File: config.mk
export PLATFORM = sky130hd
export DESIGN_NAME = rps_match_engine
export DESIGN_NICKNAME = d
export VERILOG_FILES = /design/src/rtl/rps_match_engine.sv
export SDC_FILE = /design/constraint.sdc
export NUM_CORES = 1
export LEC_CHECK = 0
export BUFFER_PORTS_ARGS = -buffer_cell sky130_fd_sc_hd__buf_4
export CAP_MARGIN = 20
export CORE_MARGIN = 10
export CORE_UTILIZATION = 42
export CTS_BUF_LIST = sky130_fd_sc_hd__clkbuf_2 sky130_fd_sc_hd__clkbuf_4 sky130_fd_sc_hd__clkbuf_8
export DETAILED_ROUTE_END_ITERATION = 10
export HOLD_SLACK_MARGIN = 0.08
export PLACE_DENSITY_LB_ADDON = 0.12
export SYNTH_ARGS = -nofsm -noshare
export SYNTH_HDL_FRONTEND = slang
export SYNTH_SLANG_ARGS = --single-unit
File: constraint.sdc
create_clock -name CLOCK_50 -period 4.45 [get_ports CLOCK_50]
set_input_delay 0.2225 -clock CLOCK_50 [delete_from_list [all_inputs] [get_ports CLOCK_50]]
set_output_delay 0.2225 -clock CLOCK_50 [all_outputs]
set_load 0.02 [all_outputs]
File: src/rtl/rps_match_engine.sv
`default_nettype none
// ============================================================================
// Module   : rps_match_engine
// Brief    : Rock-paper-scissors round/match controller. Synchronises the
//            play button, selects one of NUM_AI computer players, waits for
//            its ready handshake, judges the round and keeps saturating
//            scores until either side reaches TARGET wins.
// Revision : 1.0 - initial release
// ============================================================================
module rps_match_engine #(
    parameter int NUM_AI  = 3,
    parameter int MODE_W  = 2,
    parameter int SCORE_W = 8,
    parameter int TARGET  = 5
) (
    input  logic                  CLOCK_50,
    input  logic                  reset,
    input  logic                  start_n,
    input  logic [1:0]            user_choice,
    input  logic [2*NUM_AI-1:0]   ai_choice,
    input  logic [NUM_AI-1:0]     ai_ready,
    input  logic [MODE_W-1:0]     mode,
    output logic [1:0]            com_loaded,
    output logic [1:0]            user_loaded,
    output logic [SCORE_W-1:0]    user_score,
    output logic [SCORE_W-1:0]    com_score,
    output logic [SCORE_W-1:0]    draw_count,
    output logic [SCORE_W-1:0]    round_count,
    output logic                  uwin,
    output logic                  cwin,
    output logic                  equ,
    output logic                  invalid,
    output logic                  result_valid,
    output logic                  waiting,
    output logic                  match_over,
    output logic                  match_winner
);

    localparam logic [SCORE_W-1:0] SCORE_MAX  = '1;
    localparam logic [SCORE_W-1:0] TARGET_VAL = SCORE_W'(TARGET);
    localparam logic [1:0]         CHOICE_BAD = 2'b11;

    typedef enum logic [1:0] {
        IDLE     = 2'd0,
        WAIT_RDY = 2'd1,
        JUDGE    = 2'd2,
        OVER     = 2'd3
    } state_t;

    state_t         state;
    state_t         state_next;
    logic           sync_1;
    logic           sync_2;
    logic           sync_3;
    logic           press;
    logic [1:0]     sel_choice;
    logic           sel_ready;
    logic [1:0]     held_choice;
    logic           user_beats;
    logic           com_beats;
    logic           com_bad;
    logic           hit_target;
    logic [SCORE_W-1:0] user_next;
    logic [SCORE_W-1:0] com_next;
    logic [SCORE_W-1:0] draw_next;
    logic [SCORE_W-1:0] round_next;

    // Two-flop synchroniser plus a registered falling-edge detector on the button
    always_ff @(posedge CLOCK_50 or negedge reset) begin
        if (!reset) begin
            sync_1 <= 1'b1;
            sync_2 <= 1'b1;
            sync_3 <= 1'b1;
            press  <= 1'b0;
        end else begin
            sync_1 <= start_n;
            sync_2 <= sync_1;
            sync_3 <= sync_2;
            press  <= sync_3 & ~sync_2;
        end
    end

    // Select the watched computer player; out-of-range modes fall back to player 0
    always_comb begin
        sel_choice = ai_choice[1:0];
        sel_ready  = ai_ready[0];
        for (int k = 1; k < NUM_AI; k++) begin
            if (int'(mode) == k) begin
                sel_choice = ai_choice[2*k +: 2];
                sel_ready  = ai_ready[k];
            end
        end
    end

    // Round outcome table and saturating next counter values
    always_comb begin
        user_beats = 1'b0;
        com_beats  = 1'b0;
        case ({user_loaded, com_loaded})
            4'b00_01, 4'b01_10, 4'b10_00: user_beats = 1'b1;
            4'b01_00, 4'b10_01, 4'b00_10: com_beats  = 1'b1;
            default: ;
        endcase
        com_bad    = (com_loaded == CHOICE_BAD);
        user_next  = (user_score  == SCORE_MAX) ? user_score  : user_score  + SCORE_W'(1);
        com_next   = (com_score   == SCORE_MAX) ? com_score   : com_score   + SCORE_W'(1);
        draw_next  = (draw_count  == SCORE_MAX) ? draw_count  : draw_count  + SCORE_W'(1);
        round_next = (round_count == SCORE_MAX) ? round_count : round_count + SCORE_W'(1);
        hit_target = !com_bad && ((user_beats && (user_next == TARGET_VAL)) ||
                                  (com_beats  && (com_next  == TARGET_VAL)));
    end

    // FSM state register
    always_ff @(posedge CLOCK_50 or negedge reset) begin
        if (!reset) state <= IDLE;
        else        state <= state_next;
    end

    // FSM next-state and status output
    always_comb begin
        state_next = state;
        waiting    = (state == WAIT_RDY);
        case (state)
            IDLE: begin
                if (press && (user_choice != CHOICE_BAD))
                    state_next = sel_ready ? JUDGE : WAIT_RDY;
            end
            WAIT_RDY: if (sel_ready) state_next = JUDGE;
            JUDGE:    state_next = hit_target ? OVER : IDLE;
            OVER:     if (press) state_next = IDLE;
            default:  state_next = IDLE;
        endcase
    end

    // Choice latching, scoring, result flags and match bookkeeping
    always_ff @(posedge CLOCK_50 or negedge reset) begin
        if (!reset) begin
            com_loaded   <= 2'b00;
            user_loaded  <= 2'b00;
            held_choice  <= 2'b00;
            user_score   <= '0;
            com_score    <= '0;
            draw_count   <= '0;
            round_count  <= '0;
            uwin         <= 1'b0;
            cwin         <= 1'b0;
            equ          <= 1'b0;
            invalid      <= 1'b0;
            result_valid <= 1'b0;
            match_over   <= 1'b0;
            match_winner <= 1'b0;
        end else begin
            result_valid <= 1'b0;
            case (state)
                IDLE: begin
                    if (press) begin
                        if (user_choice == CHOICE_BAD) begin
                            invalid <= 1'b1;
                            uwin    <= 1'b0;
                            cwin    <= 1'b0;
                            equ     <= 1'b0;
                        end else if (sel_ready) begin
                            user_loaded <= user_choice;
                            com_loaded  <= sel_choice;
                            invalid     <= 1'b0;
                        end else begin
                            held_choice <= user_choice;
                        end
                    end
                end
                WAIT_RDY: begin
                    if (sel_ready) begin
                        user_loaded <= held_choice;
                        com_loaded  <= sel_choice;
                        invalid     <= 1'b0;
                    end
                end
                JUDGE: begin
                    if (com_bad) begin
                        invalid <= 1'b1;
                        uwin    <= 1'b0;
                        cwin    <= 1'b0;
                        equ     <= 1'b0;
                    end else begin
                        uwin         <= user_beats;
                        cwin         <= com_beats;
                        equ          <= !user_beats && !com_beats;
                        result_valid <= 1'b1;
                        round_count  <= round_next;
                        if (user_beats)     user_score <= user_next;
                        else if (com_beats) com_score  <= com_next;
                        else                draw_count <= draw_next;
                        if (hit_target) begin
                            match_over   <= 1'b1;
                            match_winner <= user_beats;
                        end
                    end
                end
                OVER: begin
                    if (press) begin
                        com_loaded   <= 2'b00;
                        user_loaded  <= 2'b00;
                        user_score   <= '0;
                        com_score    <= '0;
                        draw_count   <= '0;
                        round_count  <= '0;
                        uwin         <= 1'b0;
                        cwin         <= 1'b0;
                        equ          <= 1'b0;
                        invalid      <= 1'b0;
                        match_over   <= 1'b0;
                        match_winner <= 1'b0;
                    end
                end
                default: ;
            endcase
        end
    end

endmodule
`default_nettype wire

==> results.py, run 1 <==
metrics = {
    "sta": {
        "relSlewSlack_pct": 38.1,
        "slew_viol_final": 0,
        "fin_tns_setup_ps": 0,
        "finalCriticalPeriod_ps": 2350,
        "skew_ps": 12.3,
        "fmax_mhz": 425,
        "finalHoldViolations": 0,
        "worst_pin_slew_ps": 929,
        "rsz0062_at_grt": "false",
        "finalSetupViolCount": 0,
        "period_share_pct": 52.9,
    },
    "critical_path": {
        "critical_path.cell_chain": "nor4b_2 -> a311oi_2 -> a21oi_1 -> o21ai_0 -> nand2_1 -> o21ai_0",
        "startpoint_type": "register",
        "slowest_delay_ps": 780,
        "path_buf_inv": 0,
        "worstPathArrival_ps": 2540,
        "critPathMaxFanout": 14,
        "crit_slowest_cell": "a21oi_1",
        "cp.required_ps": 4640,
        "path_common_cell": "o21ai_0",
        "path_class": "reg2reg",
        "crit_path_end_kind": "register",
        "cp_top_family": "compound AO/OA/AOI/OAI gates",
    },
    "synthesis": {
        "synthesis.area_um2": 2960,
        "synth_most_common_cell": "dfrtp_1",
        "async_flop_share_pct": 100,
        "ys_types": 62,
        "syn_nets": 349,
        "synth.avg_cell_area_um2": 8.98,
        "ys_top_cells_by_area": "dfrtp_1 (41%), o21ai_0 (4.7%), nand2_1 (4.3%)",
        "yosys.area.top_type": "dfrtp_1",
        "syn_inst": 329,
        "ys_top_cells_by_count": "dfrtp_1 (48), nand2_1 (34), nor2_1 (31), o21ai_0 (28), a21oi_1 (25)",
        "ys_ff_latch": 51,
        "synth_flop_cell": "dfrtp_1",
        "synth_enable_flop_cells": 0,
        "ys.warnings.count": 0,
        "yosysSeqAreaShare_pct": 43.3,
        "netlist.area_leader.share_pct": 40.6,
    },
    "run": {
        "cap_violations": 0,
    },
    "floorplanning": {
        "num_io_pins": 60,
        "core-area_um2": 6830,
        "die_area_um2": 10800,
        "start_util_pct": 43.3,
        "fp-row-count": 30,
        "fp.dieW_um": 104,
        "die_y_um": 104,
    },
    "clock_tree": {
        "cts.sinks": 51,
        "h-tree-depth": 2,
        "cts-root-buf": "clkbuf_8",
        "cts_tree": "built",
        "cts_buffers": 5,
        "clk_path_buf_depth": 2,
        "insertion_delay_ps": 310,
        "clk_pin_slew_ps": 90,
    },
    "final_layout": {
        "fin_nets": 399,
        "drive_gt1_share_pct": 23.4,
        "diodes": 0,
        "areaGrowthSynthToFinish_pct": 19.6,
        "fin_area_um2": 3540,
        "fillers": 668,
        "stdcell_count": 476,
        "final_util_pct": 51.8,
    },
    "route": {
        "ant_nets": 0,
        "vias_per_cell": 5.41,
        "wl_per_cell_um": 15.3,
        "drtIter0Drc": 130,
        "vias": 2574,
        "wl_mm": 7.27,
        "drt-pass1-iter-count": 4,
        "drc": 0,
    },
    "global_route": {
        "antenna_found_initial": 0,
        "grt_pass1_wl_mm": 12.5,
        "grt_use_total_pct": 13.5,
        "grt_pass1_vias": 2514,
        "grt-ovfl-total": 0,
        "grt_max_degree": 52,
    },
    "placement": {
        "hpwl_mm": 5.34,
        "dp.cells": 466,
        "port_buffers": 59,
        "placed_area_um2": 3430,
        "gp_congestion": 0.808,
    },
    "hold_path": {
        "hold_class": "in2reg",
    },
    "status": {
        "status": "complete, no violations",
    },
    "power": {
        "pwr_density_cell_nw_per_um2": 479,
        "peakVddDrop_mv": 0.225,
        "p_leak_nw": 1.56,
        "power_w": 0.00169,
    },
}
-- worst register-to-register path: stages (launching register included) --
cell and delay, ps:
dfrtp_1 520, nor4b_2 350, a311oi_2 90, a21oi_1 780, o21ai_0 280, nand2_1 120
o21ai_0 90
-- state kept, by name, indices dropped and copies added (netlist names), 2 cells and up --
signal / flops
com_loaded: 2
com_score: 8
draw_count: 8
held_choice: 2
round_count: 8
state: 2
user_loaded: 2
user_score: 8
-- per-layer routing --
metal  routed length (um)  GRT usage [%]  share of wire (%)
met1                 3440           17.4                 47
met2                 3450           22.3                 47
met3                  322           3.10                4.4
met4                   53           3.08               0.73
met5                    0              0                  0
-- repair_timing --
item                                    in CTS  in global routing
hold buffers                                 2                  0
setup buffers                                0                  0
endpoints found under the setup margin       0                  0
resized for setup                            0                  0
endpoints found under the hold margin       49                  0
-- cell usage in the layout (no fill, tap or decap), drive strengths merged, types with 3 or more instances in the layout --
cell,synthesis,routed
nand3,20,20
a31oi,9,9
nand2b,4,4
nand2,34,34
and3,6,6
a21oi,26,26
inv,12,12
o21ai,31,31
o31ai,5,5
xor2,4,4
xnor2,6,6
dfstp,3,3
ha,4,4
and2,5,5
or3,3,3
nor2b,6,6
dfrtp,48,48
clkbuf,10,5
nand4,5,5
a41oi,3,3
buf,8,59
nor3,4,4
nor4b,3,3
nor2,31,31
a22oi,3,3
mux2i,8,8
-- report_power, final --
group	switching [W]	internal [W]	leakage, nW	total (W)
logic	0.000388	0.000300	0.855	0.000688
clock network	0.000164	0.000110	0.0402	0.000273
registers	0.000160	0.000572	0.666	0.000732
-- metrics by stage --
stage                     setup WS, ps  hold WS [ps]
after global routing              1810           234
after detailed placement          2100           301
after floorplan                   2280         -73.1
after global placement            2180           296
final                             2100           205
after CTS                         2100           200
-- cell families (layout without fill, tap and decap cells) --
group / count (synthesis) / in the layout / share of synthesized area (%)
multiplexers: 8 / 8 / 2.71
flip-flops: 51 / 51 / 43.3
buffers and inverters: 30 / 81 / 4.61
AO/OA/AOI/OAI: 95 / 95 / 21.6
AND/OR/NAND/NOR: 131 / 131 / 23.1
XOR/XNOR: 10 / 10 / 2.96
adder cells (fa/ha/maj): 4 / 4 / 1.69
-- cell type report --
cell class                      instances  area [um2]  share of cell area (%)
Clock buffer                            5        68.8                    1.95
Clock inverter                          3        20.0                   0.566
Inverter                               12        45.0                    1.27
Multi-Input combinational cell        248        1540                    43.5
Sequential cell                        51        1280                    36.2
Tap cell                               96         120                    3.40
Timing Repair Buffer                   61         463                    13.1
-- worst paths after layout --
check	start	to	slack (ps)	depth (start not counted)
min in group asynchronous	reset	result_valid	470	2
setup reg to reg	com_loaded[0]	com_score[0]	2100	6
max in group asynchronous	reset	held_choice[0]	3550	2
hold / removal	user_choice[1]	held_choice[1]	200	3
hold reg to reg	sync_1	sync_2	360	0
setup / recovery	com_loaded[0]	com_score[0]	2100	6
(Power assumes the default switching activity.)
==> run 2: changes to the inputs <==
--- a/config.mk
+++ b/config.mk
@@ -5,6 +5,7 @@
 export SDC_FILE = /design/constraint.sdc
 export NUM_CORES = 1
 export LEC_CHECK = 0
+export ABC_AREA = 1
 export BUFFER_PORTS_ARGS = -buffer_cell sky130_fd_sc_hd__buf_4
 export CAP_MARGIN = 20
 export CORE_MARGIN = 10
==> constraint.sdc (replaced) <==
create_clock -name CLOCK_50 -period 1.99 [get_ports CLOCK_50]
set_input_delay 0.0995 -clock CLOCK_50 [delete_from_list [all_inputs] [get_ports CLOCK_50]]
set_output_delay 0.0995 -clock CLOCK_50 [all_outputs]
set_load 0.02 [all_outputs]
==> results.py, run 2 <==
metrics = {
    "floorplanning": {
        "die_y_um": 105,
        "num_io_pins": 60,
        "fp.dieW_um": 105,
        "start_util_pct": 43.8,
        "core-area_um2": 6870,
        "fp-row-count": 30,
        "die_area_um2": 11000,
    },
    "power": {
        "pwr_density_cell_nw_per_um2": 1180,
        "switchingPower_w": 0.00201,
        "combPwrFrac_pct": 50.3,
        "switching_share_pct": 45.9,
        "pwr-share-seq_pct": 35.4,
        "peakVddDrop_mv": 0.608,
        "intPower_w": 0.00236,
        "p_leak_nw": 1.86,
        "clkPwrFrac_pct": 14.2,
    },
    "global_route": {
        "grt_pass1_vias": 2657,
        "grt_use_total_pct": 13.1,
        "grt_pass1_wl_mm": 12.3,
        "grt-ovfl-total": 0,
        "antenna_found_initial": 0,
        "grt_max_degree": 52,
    },
    "synthesis": {
        "synth_flop_cell": "dfrtp_1",
        "synthesis.area_um2": 3010,
        "syn_inst": 398,
        "ys_top_cells_by_area": "dfrtp_1 (40%), nand2_1 (12%), inv_1 (6.1%)",
        "synth_enable_flop_cells": 0,
        "yosys.area.top_type": "dfrtp_1",
        "synth_xor_area_share_pct": 2.62,
        "yosys.area_share.simple_pct": 32.3,
        "synth.mux.area_fraction_pct": 0,
        "ys_types": 33,
        "synth_top_family_by_area": "simple AND/OR/NAND/NOR gates",
        "netlist.area_leader.share_pct": 39.9,
        "synth.avg_cell_area_um2": 7.56,
        "async_flop_share_pct": 100,
        "ys_top_cells_by_count": "nand2_1 (94), inv_1 (49), dfrtp_1 (48), nor2_1 (48), o21ai_0 (35)",
        "ys.warnings.count": 0,
        "synth_most_common_cell": "nand2_1",
        "synth-compound-area-share_pct": 13.4,
        "yosysSeqAreaShare_pct": 42.5,
        "syn_nets": 418,
        "ys_ff_latch": 51,
        "yosys.area_share.adder_pct": 1.66,
    },
    "critical_path": {
        "worstPathArrival_ps": 1990,
        "critPathMaxFanout": 6,
        "path_class": "reg2reg",
        "cp.required_ps": 2200,
        "crit_slowest_cell": "dfrtp_1",
        "startpoint_type": "register",
        "slowest_delay_ps": 430,
        "critical_path.cell_chain": "ha_1 -> nand2_2 -> nor2_4 -> nand2_4 -> nand2_2 -> nand3_2 -> nor2_2 -> nand3_2 -> nand3_2 -> nand2_1 -> nand2_1 -> nand2_1",
        "crit_path_end_kind": "register",
    },
    "route": {
        "drtIter0Drc": 115,
        "vias": 2743,
        "vias_per_cell": 4.86,
        "wl_mm": 7.28,
        "ant_nets": 0,
        "wl_per_cell_um": 12.9,
        "drc": 0,
        "drt-pass1-iter-count": 5,
    },
    "sta": {
        "fmax_mhz": 563,
        "worst_slack_ps": 212,
        "period_share_pct": 89.3,
        "slew_viol_final": 0,
        "finalCriticalPeriod_ps": 1780,
        "fin_tns_setup_ps": 0,
        "finalSetupViolCount": 0,
        "finalHoldViolations": 0,
        "skew_ps": 6.65,
        "worst_pin_slew_ps": 657,
        "rsz0062_at_grt": "false",
        "relSlewSlack_pct": 56.2,
    },
    "final_layout": {
        "layout_common_cells": "nand2_1 (93), buf_4 (62), inv_1 (49)",
        "diodes": 0,
        "areaGrowthSynthToFinish_pct": 22.7,
        "fin_nets": 487,
        "final_common_cell": "nand2_1",
        "drive_gt1_share_pct": 24.4,
    },
    "clock_tree": {
        "clk_path_buf_depth": 2,
        "cts.sinks": 51,
        "insertion_delay_ps": 310,
        "cts_buffers": 5,
        "cts-root-buf": "clkbuf_8",
        "cts_tree": "built",
        "h-tree-depth": 2,
        "clk_pin_slew_ps": 100,
    },
    "hold_path": {
        "hold_class": "in2reg",
    },
    "placement": {
        "gp_congestion": 0.845,
        "hpwl_mm": 5.63,
        "post-place-ws_ps": 174,
        "port_buffers": 59,
    },
    "status": {
        "status": "complete, no violations",
    },
    "run": {
        "cap_violations": 0,
    },
}
run 2: cell types whose count changed after synthesis, moves of 6 or more:
cell	previous run	this run
nor2b_1	6	0
o22ai_1	2	9
nor2_1	31	48
mux2i_1	8	0
a31oi_1	9	2
nand2_1	34	94
nand3_1	19	28
a21oi_1	25	9
clkbuf_1	9	0
inv_1	12	49
o21ai_0	28	35
nand2_2	0	9
run 2: what timing repair did:
| item | CTS | global route |
|---|---|---|
| endpoints found under the setup margin | 0 | 3 |
| resized for setup | 0 | 2 |
| hold buffers | 3 | 0 |
| hold endpoints to repair | 50 | 0 |
| buffers inserted | 0 | 0 |
run 2: worst paths after layout:
path	to	cells after the start	start	slack, ps
worst max-delay path	match_winner	12	com_score[0]	210
worst min-delay path	held_choice[1]	3	user_choice[1]	80
worst max register to register	match_winner	12	com_score[0]	210
worst min register to register	sync_2	0	sync_1	360
max in group asynchronous	com_score[1]	2	reset	1190
min in group asynchronous	com_score[4]	2	reset	350
run 2: power groups by stage:
stage / Clock, W / Combinational (W) / Sequential (W)
floorplan: 0 / 0.00134 / 0.00173
global placement: 0 / 0.00220 / 0.00156
detailed placement: 0 / 0.00223 / 0.00157
CTS: 0.000639 / 0.00224 / 0.00155
global route: 0.000674 / 0.00248 / 0.00159
finish: 0.000622 / 0.00220 / 0.00155
run 2: layer usage:
layer	vias to the layer above	global-route usage (%)	part of all wire (%)
met4	0	4.90	1.6
met2	67	21.0	47
li1	1432	-	-
met1	1231	16.4	46
met5	-	0	0
met3	13	3.87	6.1
run 2: cell type report:
type	instances	area, um2
fillers	667	3170
multi-input cells	290	1510
flip-flops and latches	51	1280
repair buffers	65	495
inverters	54	203
well taps	96	120
clock buffers	6	76.3
clock inverters	2	12.5
run 2: logic make-up after synthesis:
logic type | Yosys count
XOR/XNOR | 9
buffers and inverters | 57
adder cells (fa/ha/maj) | 4
flip-flops | 51
AO/OA/AOI/OAI | 69
AND/OR/NAND/NOR | 208
run 2: stage by stage:
| stage | power, W | hold slack [ps] | instances | instance area [um2] | util (%) |
|---|---|---|---|---|---|
| 2_1_floorplan | 0.00307 | -196 | 398 | 3010 | - |
| 3_3_place_gp | 0.00376 | 181 | 553 | 3570 | 52.0 |
| 3_5_place_dp | 0.00380 | 179 | 553 | 3570 | 52.0 |
| 4_1_cts | 0.00443 | 80.2 | 564 | 3690 | 53.7 |
| 5_1_grt | 0.00475 | 131 | 564 | 3690 | 53.8 |
| 6_report | 0.00437 | 82.7 | 564 | 3690 | 53.8 |
run 2: worst max-delay path, delay by kind of cell, from the launching register on:
family | cells | cell delay [ps]
and+or+nand+nor | 11 | 1000
adders and majority gates | 1 | 230
DFF | 1 | 430
